### config.mk
export PLATFORM = sky130hd
export DESIGN_NAME = i2c_target_engine
export DESIGN_NICKNAME = d
export VERILOG_FILES = /design/src/rtl/i2c_pkg.sv /design/src/rtl/i2c_sync_edge.sv /design/src/rtl/i2c_target_engine.sv
export SDC_FILE = /design/constraint.sdc
export NUM_CORES = 1
export LEC_CHECK = 0
export ABC_AREA = 1
export BUFFER_PORTS_ARGS = -buffer_cell sky130_fd_sc_hd__buf_4
export CAP_MARGIN = 20
export CORE_MARGIN = 1.5
export CORE_UTILIZATION = 63
export CTS_CLUSTER_DIAMETER = 100
export DETAILED_ROUTE_END_ITERATION = 12
export HOLD_SLACK_MARGIN = 0.05
export MAX_ROUTING_LAYER = met4
export PLACE_DENSITY = 0.85
export SLEW_MARGIN = 30
export SYNTH_ARGS = -nofsm -noshare
export SYNTH_HDL_FRONTEND = slang
export SYNTH_HIERARCHICAL = 1
export SYNTH_SLANG_ARGS = --single-unit
### constraint.sdc
create_clock -name clk_i -period 4.2 [get_ports clk_i]
set_input_delay 0.84 -clock clk_i [delete_from_list [all_inputs] [get_ports clk_i]]
set_output_delay 0.84 -clock clk_i [all_outputs]
set_load 0.005 [all_outputs]
### src/rtl/i2c_pkg.sv
// Shared definitions for the I2C target engine: FSM state encoding,
// R/W bit meaning and the default bus address.
package i2c_pkg;

  typedef enum logic [2:0] {
    IDLE      = 3'd0,
    ADDR      = 3'd1,
    ADDR_ACK  = 3'd2,
    WRITE     = 3'd3,
    WRITE_ACK = 3'd4,
    READ      = 3'd5,
    READ_ACK  = 3'd6
  } i2c_state_e;

  localparam logic       I2C_RW_READ      = 1'b1;
  localparam logic [6:0] I2C_DEFAULT_ADDR = 7'h40;

endpackage

### src/rtl/i2c_sync_edge.sv
// Multi-flop synchronizer for one bus line plus a previous-value flop that
// yields single-cycle rise/fall strobes. Flops reset to 1 (idle bus level)
// so releasing reset on an idle bus produces no spurious edge.
module i2c_sync_edge #(
  parameter int unsigned SYNC_STAGES = 2
) (
  input  logic clk_i,
  input  logic rst_ni,
  input  logic d_i,
  output logic level_o,
  output logic rise_o,
  output logic fall_o
);

  logic [SYNC_STAGES-1:0] sync_q;
  logic                   prev_q;

  // Synchronizer chain and delayed copy of the synchronized level.
  always_ff @(posedge clk_i or negedge rst_ni) begin
    if (!rst_ni) begin
      sync_q <= {SYNC_STAGES{1'b1}};
      prev_q <= 1'b1;
    end else begin
      sync_q <= {sync_q[SYNC_STAGES-2:0], d_i};
      prev_q <= sync_q[SYNC_STAGES-1];
    end
  end

  assign level_o = sync_q[SYNC_STAGES-1];
  assign rise_o  = sync_q[SYNC_STAGES-1] & ~prev_q;
  assign fall_o  = ~sync_q[SYNC_STAGES-1] & prev_q;

endmodule

### src/rtl/i2c_target_engine.sv
// I2C target byte engine: detects START/STOP, matches the 7-bit address,
// ACKs write bytes and serializes read bytes. SDA is only ever pulled low
// (open drain); SCL is never driven.
module i2c_target_engine
  import i2c_pkg::*;
#(
  parameter logic [6:0]  TARGET_ADDR = I2C_DEFAULT_ADDR,
  parameter int unsigned SYNC_STAGES = 2
) (
  input  logic       clk_i,
  input  logic       rst_ni,
  input  logic       scl_i,
  input  logic       sda_i,
  output logic       sda_oe_o,
  output logic       start_o,
  output logic       stop_o,
  output logic       addressed_o,
  output logic       rw_o,
  output logic [7:0] wr_data_o,
  output logic       wr_valid_o,
  output logic       rd_req_o,
  input  logic [7:0] rd_data_i
);

  logic scl_level_s, scl_rise_s, scl_fall_s;
  logic sda_level_s, sda_rise_s, sda_fall_s;
  logic start_s, stop_s;

  i2c_sync_edge #(.SYNC_STAGES(SYNC_STAGES)) u_scl_sync (
    .clk_i   (clk_i),
    .rst_ni  (rst_ni),
    .d_i     (scl_i),
    .level_o (scl_level_s),
    .rise_o  (scl_rise_s),
    .fall_o  (scl_fall_s)
  );

  i2c_sync_edge #(.SYNC_STAGES(SYNC_STAGES)) u_sda_sync (
    .clk_i   (clk_i),
    .rst_ni  (rst_ni),
    .d_i     (sda_i),
    .level_o (sda_level_s),
    .rise_o  (sda_rise_s),
    .fall_o  (sda_fall_s)
  );

  assign start_s = sda_fall_s & scl_level_s;
  assign stop_s  = sda_rise_s & scl_level_s;

  i2c_state_e state_q, state_d;
  logic [2:0] bit_cnt_q, bit_cnt_d;
  logic [7:0] shift_q, shift_d;
  // full_q: a complete byte has been shifted in (ADDR/WRITE), or the master
  // ACKed a read byte and the next byte must be loaded (READ_ACK).
  logic       full_q, full_d;
  logic       sda_oe_q, sda_oe_d;
  logic       addressed_q, addressed_d;
  logic       rw_q, rw_d;
  logic [7:0] wr_data_q, wr_data_d;
  logic       wr_valid_q, wr_valid_d;
  logic       rd_req_q, rd_req_d;
  logic       start_q, start_d;
  logic       stop_q, stop_d;
  logic [7:0] rd_buf_q;

  // Next-state and output decode; bus conditions override SCL edges.
  always_comb begin
    state_d     = state_q;
    bit_cnt_d   = bit_cnt_q;
    shift_d     = shift_q;
    full_d      = full_q;
    sda_oe_d    = sda_oe_q;
    addressed_d = addressed_q;
    rw_d        = rw_q;
    wr_data_d   = wr_data_q;
    wr_valid_d  = 1'b0;
    rd_req_d    = 1'b0;
    start_d     = 1'b0;
    stop_d      = 1'b0;

    if (start_s) begin
      state_d     = ADDR;
      bit_cnt_d   = 3'd0;
      shift_d     = 8'h00;
      full_d      = 1'b0;
      sda_oe_d    = 1'b0;
      addressed_d = 1'b0;
      start_d     = 1'b1;
    end else if (stop_s) begin
      state_d     = IDLE;
      bit_cnt_d   = 3'd0;
      full_d      = 1'b0;
      sda_oe_d    = 1'b0;
      addressed_d = 1'b0;
      stop_d      = 1'b1;
    end else begin
      case (state_q)
        IDLE: begin
          state_d = IDLE;
        end

        ADDR, WRITE: begin
          if (scl_rise_s) begin
            shift_d   = {shift_q[6:0], sda_level_s};
            bit_cnt_d = bit_cnt_q + 3'd1;
            full_d    = (bit_cnt_q == 3'd7);
          end else if (scl_fall_s && full_q) begin
            full_d = 1'b0;
            if (state_q == WRITE) begin
              wr_data_d  = shift_q;
              wr_valid_d = 1'b1;
              sda_oe_d   = 1'b1;
              state_d    = WRITE_ACK;
            end else if (shift_q[7:1] == TARGET_ADDR) begin
              sda_oe_d    = 1'b1;
              rw_d        = shift_q[0];
              addressed_d = 1'b1;
              rd_req_d    = (shift_q[0] == I2C_RW_READ);
              state_d     = ADDR_ACK;
            end else begin
              sda_oe_d = 1'b0;
              state_d  = IDLE;
            end
          end else begin
            state_d = state_q;
          end
        end

        ADDR_ACK: begin
          if (scl_fall_s) begin
            bit_cnt_d = 3'd0;
            full_d    = 1'b0;
            if (rw_q == I2C_RW_READ) begin
              shift_d  = rd_buf_q;
              sda_oe_d = ~rd_buf_q[7];
              state_d  = READ;
            end else begin
              sda_oe_d = 1'b0;
              state_d  = WRITE;
            end
          end else begin
            state_d = ADDR_ACK;
          end
        end

        WRITE_ACK: begin
          if (scl_fall_s) begin
            sda_oe_d  = 1'b0;
            bit_cnt_d = 3'd0;
            state_d   = WRITE;
          end else begin
            state_d = WRITE_ACK;
          end
        end

        READ: begin
          if (scl_fall_s) begin
            if (bit_cnt_q == 3'd7) begin
              sda_oe_d  = 1'b0;
              bit_cnt_d = 3'd0;
              state_d   = READ_ACK;
            end else begin
              bit_cnt_d = bit_cnt_q + 3'd1;
              shift_d   = {shift_q[6:0], 1'b0};
              sda_oe_d  = ~shift_q[6];
            end
          end else begin
            state_d = READ;
          end
        end

        READ_ACK: begin
          if (scl_rise_s && !full_q) begin
            if (!sda_level_s) begin
              rd_req_d = 1'b1;
              full_d   = 1'b1;
            end else begin
              addressed_d = 1'b0;
              sda_oe_d    = 1'b0;
              state_d     = IDLE;
            end
          end else if (scl_fall_s && full_q) begin
            full_d    = 1'b0;
            bit_cnt_d = 3'd0;
            shift_d   = rd_buf_q;
            sda_oe_d  = ~rd_buf_q[7];
            state_d   = READ;
          end else begin
            state_d = READ_ACK;
          end
        end

        default: begin
          state_d  = IDLE;
          sda_oe_d = 1'b0;
        end
      endcase
    end
  end

  // State and registered-output flops; reset releases SDA immediately.
  always_ff @(posedge clk_i or negedge rst_ni) begin
    if (!rst_ni) begin
      state_q     <= IDLE;
      bit_cnt_q   <= 3'd0;
      shift_q     <= 8'h00;
      full_q      <= 1'b0;
      sda_oe_q    <= 1'b0;
      addressed_q <= 1'b0;
      rw_q        <= 1'b0;
      wr_data_q   <= 8'h00;
      wr_valid_q  <= 1'b0;
      rd_req_q    <= 1'b0;
      start_q     <= 1'b0;
      stop_q      <= 1'b0;
    end else begin
      state_q     <= state_d;
      bit_cnt_q   <= bit_cnt_d;
      shift_q     <= shift_d;
      full_q      <= full_d;
      sda_oe_q    <= sda_oe_d;
      addressed_q <= addressed_d;
      rw_q        <= rw_d;
      wr_data_q   <= wr_data_d;
      wr_valid_q  <= wr_valid_d;
      rd_req_q    <= rd_req_d;
      start_q     <= start_d;
      stop_q      <= stop_d;
    end
  end

  // Capture the read byte on the clock right after the request pulse.
  always_ff @(posedge clk_i or negedge rst_ni) begin
    if (!rst_ni) begin
      rd_buf_q <= 8'h00;
    end else if (rd_req_q) begin
      rd_buf_q <= rd_data_i;
    end
  end

  assign sda_oe_o    = sda_oe_q;
  assign start_o     = start_q;
  assign stop_o      = stop_q;
  assign addressed_o = addressed_q;
  assign rw_o        = rw_q;
  assign wr_data_o   = wr_data_q;
  assign wr_valid_o  = wr_valid_q;
  assign rd_req_o    = rd_req_q;

endmodule

# Word level (Yosys, flattened, before mapping)
# Index checks and enable logic that the tools add are counted.
# totals
out_inout_bits	15
regBits	44
# classes
n_reduce_logical	18
n_addsub	1
muxes	82
n_bitwise	16
n_eq_ne	34
# op_table
cell	count
$mux 8	9
$mux 3	20
$mux 1	44
$ne 4x4->1 const B	11
$pmux 8 s4	1
$ne 3x3->1 const B	8
$ne 5x5->1 const B	3
$pmux 3 s5	1
$reduce_and 7->1	2
$eq 3x3->1 const B	4
$pmux 3 s4	1
$reduce_and 6->1	2
$not 1->1	10
$reduce_bool 5->1	2
$reduce_and 9->1	1
$reduce_and 8->1	1
$eq 7x7->1 const B	1
$and 1x1->1	6
$eq 3x2->1 const B	2
$pmux 1 s6	1
$reduce_bool 6->1	1
$ne 5x4->1 const B	1
$mux 2	2
$ne 4x1->1 const B	1
13 further kinds	16

# Depth between registers and ports, before layout
# Gate-level depths: netlist (run 1).
# depth
ltp_word	8
ltp_mapped	12

# Modules after synthesis
# Netlist (run 1), hierarchy kept.
# by_module_without_submodules
mod	instances	area_per_inst_um2	seq_area_each_um2	cells_per_inst
i2c_target_engine	1	2324.7	950.9	315
i2c_sync_edge	2	93.8	78.8	7

# Worst setup path after synthesis (run 1)
# OpenSTA, ideal clock, no wires.
# synth_timing
kind	register to register
from	register u_scl_sync.prev_q
to	register shift_q[1]
arrival_time_ps	1592
setup_ps	117
path_slack_ps	2491
path_buffers	0
path_stages_with_launch	10
cell_sequence	dfstp_2 inv_1 nor2_1 inv_2 nand2_2 nor2_2 nor3_4 nand2_4 nand2_1 nand2_1
# synth_via
elab_cells_between_ends	11
classes_between	eq/ne: 5; bitwise: 3; reduce/logical: 3
# synth_lines
item	line_no	text
start: declaration	i2c_sync_edge.sv:16	logic prev_q;
start signal: assignment	i2c_sync_edge.sv:25	prev_q <= sync_q[SYNC_STAGES-1];
$and 1x1->1 *	i2c_sync_edge.sv:31	assign fall_o = ~sync_q[SYNC_STAGES-1] & prev_q;
named net scl_fall_s	i2c_target_engine.sv:25	logic scl_level_s, scl_rise_s, scl_fall_s;
$logic_and 1x1->1	i2c_target_engine.sv:182	end else if (scl_fall_s && full_q) begin
$ne 3x3->1 (no source line)	-	
$reduce_and 9->1 (no source line) *	-	
end signal: assignment	i2c_target_engine.sv:219	shift_q <= shift_d;
end: declaration	i2c_target_engine.sv:52	logic [7:0] shift_q, shift_d;
# Mark *: on every way through the listed nets, which the timed path passes. The rest lies on a longest branch.
# A chain may end at the register's enable or synchronous reset.

# Worst setup path after layout (run 1)
# layout_timing
from	register u_sda_sync.sync_q[1]
to	register state_q[1]
# layout_via
elab_chain_cells	5
elab_cells_between_ends	12
classes_between	eq/ne: 4; mux: 2; bitwise: 5; reduce/logical: 1
# layout_lines
item	line_no	text
start: declaration	i2c_sync_edge.sv:15	logic [SYNC_STAGES-1:0] sync_q;
start signal: assignment	i2c_sync_edge.sv:21	sync_q <= {SYNC_STAGES{1'b1}};
start signal: assignment	i2c_sync_edge.sv:24	sync_q <= {sync_q[SYNC_STAGES-2:0], d_i};
$not 1->1 *	i2c_sync_edge.sv:31	
$and 1x1->1 *	i2c_sync_edge.sv:31	
named net sda_fall_s	i2c_target_engine.sv:26	logic sda_level_s, sda_rise_s, sda_fall_s;
$and 1x1->1 *	i2c_target_engine.sv:47	assign start_s = sda_fall_s & scl_level_s;
$ne 5x4->1 (no source line) (tied with other cells)	-	
$reduce_and 4->1 (no source line)	-	
end signal: assignment	i2c_target_engine.sv:217	state_q <= state_d;
end: declaration	i2c_target_engine.sv:50	i2c_state_e state_q, state_d;
# Marks and branches as above.

==> flow_summary.toml, run 1 <==
[yosys]
synth-seq-area-share_pct = 44.12
synth_area_leaders = "dfrtp_1 38%, nand2_1 14%, dfstp_2 6.3%"
ys_warn_count = 6
synth_area_mm2 = 0.002512
syn-mean-instance-area_um2 = 7.637
synth.largest_area_cell = "dfrtp_1"
synth_top_area_share_pct = 37.85
ys_seq_elements = 44
syn_inst = 329
synth_nets = 343
synth_cell_type_count = 35

[die]
start_util_pct = 67.11
num_rows = 22
die-area_mm2 = 0.004376
io_pins = 27
core_mm2 = 0.003744
die_h_um = 66.15
die_x_um = 66.15

[sta]
setup_viol = 0
tns_ps = 0
rsz0062_at_grt = "no"
finalHoldViolations = 0
fin_worst_skew_ps = 3.247
finalCritPeriodShare_pct = 55.67
drv_slew = 0
tightest_slew_ps = 580.3
whs_ps = 357.4
slew_headroom_pct = 61.32
min_period_ps = 2338
fmax_mhz = 427.7

[grt]
grt_antenna_before_repair = 0
grt_start_max_net_pins = 45
grt_first_pass_wirelength_um = 9597
track_usage_pct = 29.76
first_global_vias = 2042
overflow = 0

[finish]
antennaDiodeCount = 0
layout_commonest_cell = "nand2_1"
layout_common_cells = "95 x nand2_1, 38 x dfrtp_1, 35 x nor2_1, 33 x inv_1, 27 x nand3_1"
area_delta_synth_final_pct = 10.86
fin_nets = 367
final_layout_size_suffix_gt1_share_pct = 18.93

[clock_network]
cts_sinks = 44
clk_latency_ps = 300
cts_buffers = 5
cts_tree = "done"
path_clk_slew_ps = 90
cts_root_buffer = "clkbuf_8"
post-cts-setup-buffers = 0
cts_resized = 0
h-tree-depth = 2
cts_hold_buffers = 0
clock_path_buffers = 2

[route]
wire_per_inst_um = 14.05
vias_per_cell = 5.669
postRouteAntennaNets = 0
vias = 2279
wl_um = 5647
drc = 0
firstDrtPassIters = 5
drt_iter0_markers = 227

[power]
leakagePower_nw = 1.478
power-per-cell-area_mw_per_mm2 = 334.2
max-vdd-ir-drop_uv = 278.9

[placed_design]
port-buffer-count = 26
globalplace.congestion = 1.011
dp_hpwl_um = 4057

[worst_setup_path]
required_ps = 4390
critPathLaunchType = "register"
cp.arrival_ps = 2530
critical_path_class = "register to register"
reg2reg_slack_ps = 1860
crit_path_max_fanout = 14
crit_path_end_kind = "register"

[run_status]
run_status = "complete, no violations"

[min_path]
hold_path_class = "register to register"

[flow_run]
cap_violations = 0
-- report_power, final --
| group | internal (W) | leakage (nW) | switching (W) |
|---|---|---|---|
| registers | 0.000462 | 0.546 | 0.0000357 |
| clock network | 0.000118 | 0.0445 | 0.000153 |
| logic | 0.0000612 | 0.888 | 0.000101 |
| total | 0.000641 | 1.48 | 0.000290 |
-- cells in the mapped netlist (all sizes together) --
cell and instances:
a21oi 16, a22oi 1, buf 7, clkbuf 2
dfrtp 38, dfstp 6, ha 2, inv 38
mux2 1, nand2 102, nand3 32, nand3b 1
nand4 6, nor2 40, nor3 3, o21a 1
o21ai 31, o22ai 1, or2 1
-- through the flow --
stage	setup WS [ps]	power, W	util (%)	area (um^2)	std cells
detailed placement	1983	0.0006636	71.99	2695	394
global route	1614	0.0009822	74.40	2785	402
CTS	1948	0.0009303	74.40	2785	402
finish	1862	0.0009309	74.40	2785	402
global placement	1973	0.0006604	71.99	2695	394
floorplan	2491	0.0006085	-	2512	329
-- critical path: stages, from the launching register on --
cell and delay [ps]:
dfstp_2 610, nor2_1 80, nand2_1 400, nand2_1 400, inv_2 290, nand4_1 150, nand2_1 90, nor2_1 60
nand3_1 90, nand2_1 50
-- registers in the layout, indices dropped and copies added (netlist names) --
register / flops
wr_valid_o: 1
rd_req_o: 1
u_sda_sync/prev_q: 1
full_q: 1
start_o: 1
wr_data_o: 8
u_scl_sync/sync_q: 2
rd_buf_q: 8
state_q: 3
u_sda_sync/sync_q: 2
addressed_o: 1
bit_cnt_q: 3
stop_o: 1
sda_oe_o: 1
rw_o: 1
shift_q: 8
u_scl_sync/prev_q: 1
-- worst paths after layout --
| path | start | endpoint | depth (start not counted) |
|---|---|---|---|
| min | u_sda_sync/sync_q[0] | u_sda_sync/sync_q[1] | 0 |
| max reg2reg | u_sda_sync/sync_q[1] | state_q[1] | 9 |
| max in group asynchronous | rst_ni | u_scl_sync/sync_q[1] | 1 |
| max | u_sda_sync/sync_q[1] | state_q[1] | 9 |
| min in group asynchronous | rst_ni | rd_buf_q[5] | 1 |
| min reg2reg | u_sda_sync/sync_q[0] | u_sda_sync/sync_q[1] | 0 |
-- kinds of logic after synthesis --
group,synth area share (%)
AO/OA/AOI/OAI,10.96
adder cells (fa/ha/maj),0.9959
buffers and inverters,9.063
flip-flops,44.12
multiplexers,0.4482
AND/OR/NAND/NOR,34.41
-- metal layers --
| metal | vias up | wire length (um) | global-route usage (%) |
|---|---|---|---|
| li1 | 1108 | - | - |
| met1 | 1036 | 2619 | 43.08 |
| met2 | 115 | 2408 | 42.38 |
| met3 | 20 | 452 | 4.600 |
| met4 | 0 | 167 | 11.48 |
| met5 | - | 0 | - |
-- layout make-up --
class / count / area [um^2]
Inverter: 38 / 155.1
Fill cell: 308 / 958.4
Timing Repair Buffer: 26 / 195.2
Clock inverter: 3 / 21.27
Multi-Input combinational cell: 238 / 1176
Tap cell: 48 / 60.06
Clock buffer: 5 / 68.82
Sequential cell: 44 / 1109
(Power assumes the default switching activity.)
==> run 2, diff against run 1 <==
--- a/config.mk
+++ b/config.mk
@@ -9,12 +9,12 @@
 export BUFFER_PORTS_ARGS = -buffer_cell sky130_fd_sc_hd__buf_4
 export CAP_MARGIN = 20
 export CORE_MARGIN = 1.5
-export CORE_UTILIZATION = 63
+export CORE_UTILIZATION = 53
 export CTS_CLUSTER_DIAMETER = 100
 export DETAILED_ROUTE_END_ITERATION = 12
 export HOLD_SLACK_MARGIN = 0.05
 export MAX_ROUTING_LAYER = met4
-export PLACE_DENSITY = 0.85
+export PLACE_DENSITY = 0.76
 export SLEW_MARGIN = 30
 export SYNTH_ARGS = -nofsm -noshare
 export SYNTH_HDL_FRONTEND = slang
==> constraint.sdc (replaced) <==
create_clock -name clk_i -period 2 [get_ports clk_i]
set_input_delay 0.4 -clock clk_i [delete_from_list [all_inputs] [get_ports clk_i]]
set_output_delay 0.4 -clock clk_i [all_outputs]
set_load 0.005 [all_outputs]
==> run 2 against run 1 <==
Sequential power increased by 110%; cell count is 3.7% higher; sequential share of layout area decreased by 1.3 points; clock-buffer cell count up 1; hold slack worse by 280 ps; sequential cell count stayed put; global-route usage fell by 5.2 points; core utilization down 9.5 points; final area increased by 3.6%; fmax rose by 28%; setup slack lost 1700 ps; largest cell class unchanged.
==> flow_summary.toml, run 2 (synthesized netlist as in run 1, its figures left out) <==
[worst_setup_path]
reg2reg_slack_ps = 170
critical_path_class = "register to register"
worstReg2RegEnd = "state_q[1]"
timing.rr.start = "u_sda_sync/prev_q"
cp.arrival_ps = 2070
r2r_cells = 10
crit_path_end_kind = "register"
required_ps = 2240
crit_path_max_fanout = 11
critPathLaunchType = "register"

[route]
firstDrtPassIters = 7
drt_iter0_markers = 222
postRouteAntennaNets = 0
vias_per_cell = 5.412
wl_um = 5428
wire_per_inst_um = 13.02
drc = 0
vias = 2257

[min_path]
hold_path_class = "input port to asynchronous set/reset pin"

[clock_network]
cts_root_buffer = "clkbuf_8"
h-tree-depth = 2
cts_buffers = 5
cts_hold_buffers = 0
post-cts-setup-buffers = 0
cts_tree = "done"
path_clk_slew_ps = 90
cts_sinks = 44
cts_resized = 0
clk_latency_ps = 300
clock_path_buffers = 2

[sta]
fmax_mhz = 545.8
rsz0062_at_grt = "no"
finalHoldViolations = 0
min_period_ps = 1832
finalCritPeriodShare_pct = 91.61
drv_slew = 0
tightest_slew_ps = 623.7
worst_slack_ps = 167.8
tns_ps = 0
fin_worst_skew_ps = 12.89
setup_viol = 0
slew_headroom_pct = 58.42

[power]
power-per-cell-area_mw_per_mm2 = 686.8
max-vdd-ir-drop_uv = 406.6
leakagePower_nw = 1.537

[finish]
final_layout_size_suffix_gt1_share_pct = 22.19
layout_commonest_cell = "nand2_1"
antennaDiodeCount = 0
fin_nets = 378
layout_common_cells = "93 x nand2_1, 37 x dfrtp_1, 37 x buf_4, 35 x nor2_1, 33 x inv_1"
area_delta_synth_final_pct = 14.84

[die]
core_mm2 = 0.004444
die_x_um = 71.85
die-area_mm2 = 0.005162
die_h_um = 71.85
io_pins = 27
num_rows = 24
start_util_pct = 56.53

[grt]
track_usage_pct = 24.55
grt_first_pass_wirelength_um = 9611
first_global_vias = 2075
grt_antenna_before_repair = 0
grt_start_max_net_pins = 45
overflow = 0

[placed_design]
globalplace.congestion = 1.026
port-buffer-count = 26
dp_hpwl_um = 4083
dpl_worst_slack_ps = 56.60

[run_status]
run_status = "complete, no violations"

[flow_run]
cap_violations = 0
run 2: cell types whose count changed in the layout (fill, tap and decap cells not counted):
cell and delta:
nand2_2 +2, buf_4 +11, clkinvlp_4 -1, clkbuf_8 +1, nand2_1 -2, dfrtp_1 -1, dfrtp_2 +1
run 2: per-stage QoR:
stage / area [um^2] / std cells / utilization (%) / hold WS [ps] / total power (W)
finish: 2885 / 417 / 64.92 / 73.89 / 0.001982
global route: 2885 / 417 / 64.92 / 121.0 / 0.002106
CTS: 2879 / 417 / 64.78 / 88.61 / 0.001992
detailed placement: 2783 / 409 / 62.61 / 347.3 / 0.001401
global placement: 2783 / 409 / 62.61 / 346.3 / 0.001392
floorplan: 2512 / 329 / - / 104.4 / 0.001278
run 2: metal layers:
layer | vias to the layer above | global-route usage, % | part of all wire [%]
met1 | 1030 | 34.43 | 47
li1 | 1129 | - | -
met2 | 83 | 36.21 | 45
met5 | - | - | 0
met3 | 15 | 4.360 | 5.5
met4 | 0 | 8.176 | 2.3
run 2: how the worst max path moves through the flow:
stage / from / endpoint / slack, ps
after detailed placement: u_sda_sync/prev_q / state_q[1] / 60
after CTS: u_sda_sync/prev_q / state_q[1] / 30
after floorplan: u_scl_sync/prev_q / shift_q[1] / 290
final: u_sda_sync/prev_q / state_q[1] / 170
after global routing: u_sda_sync/prev_q / state_q[1] / 20
after global placement: u_sda_sync/prev_q / wr_data_o[7] / 170
run 2: critical path: stages, from the launching register on:
cell and delay [ps]:
dfstp_2 530, inv_1 30, nor2_1 140, nand2_2 160
nand2_2 230, inv_2 130, nand4_1 130, nand2_1 60
nor2_1 180, nand3_1 120, nand2_1 70
run 2: power by group:
part	leakage, nW	internal, W	switching [W]
registers	0.544	0.000970	0.0000715
clock network	0.0516	0.000283	0.000311
logic	0.941	0.000141	0.000204
total	1.54	0.00139	0.000587
run 2: layout make-up:
cell class / instances / area (um^2)
multi-input cells: 238 / 1181
clock buffers: 6 / 82.58
clock inverters: 2 / 13.76
inverters: 38 / 155.1
well taps: 52 / 65.06
fillers: 406 / 1559
flip-flops and latches: 44 / 1110
repair buffers: 37 / 277.8
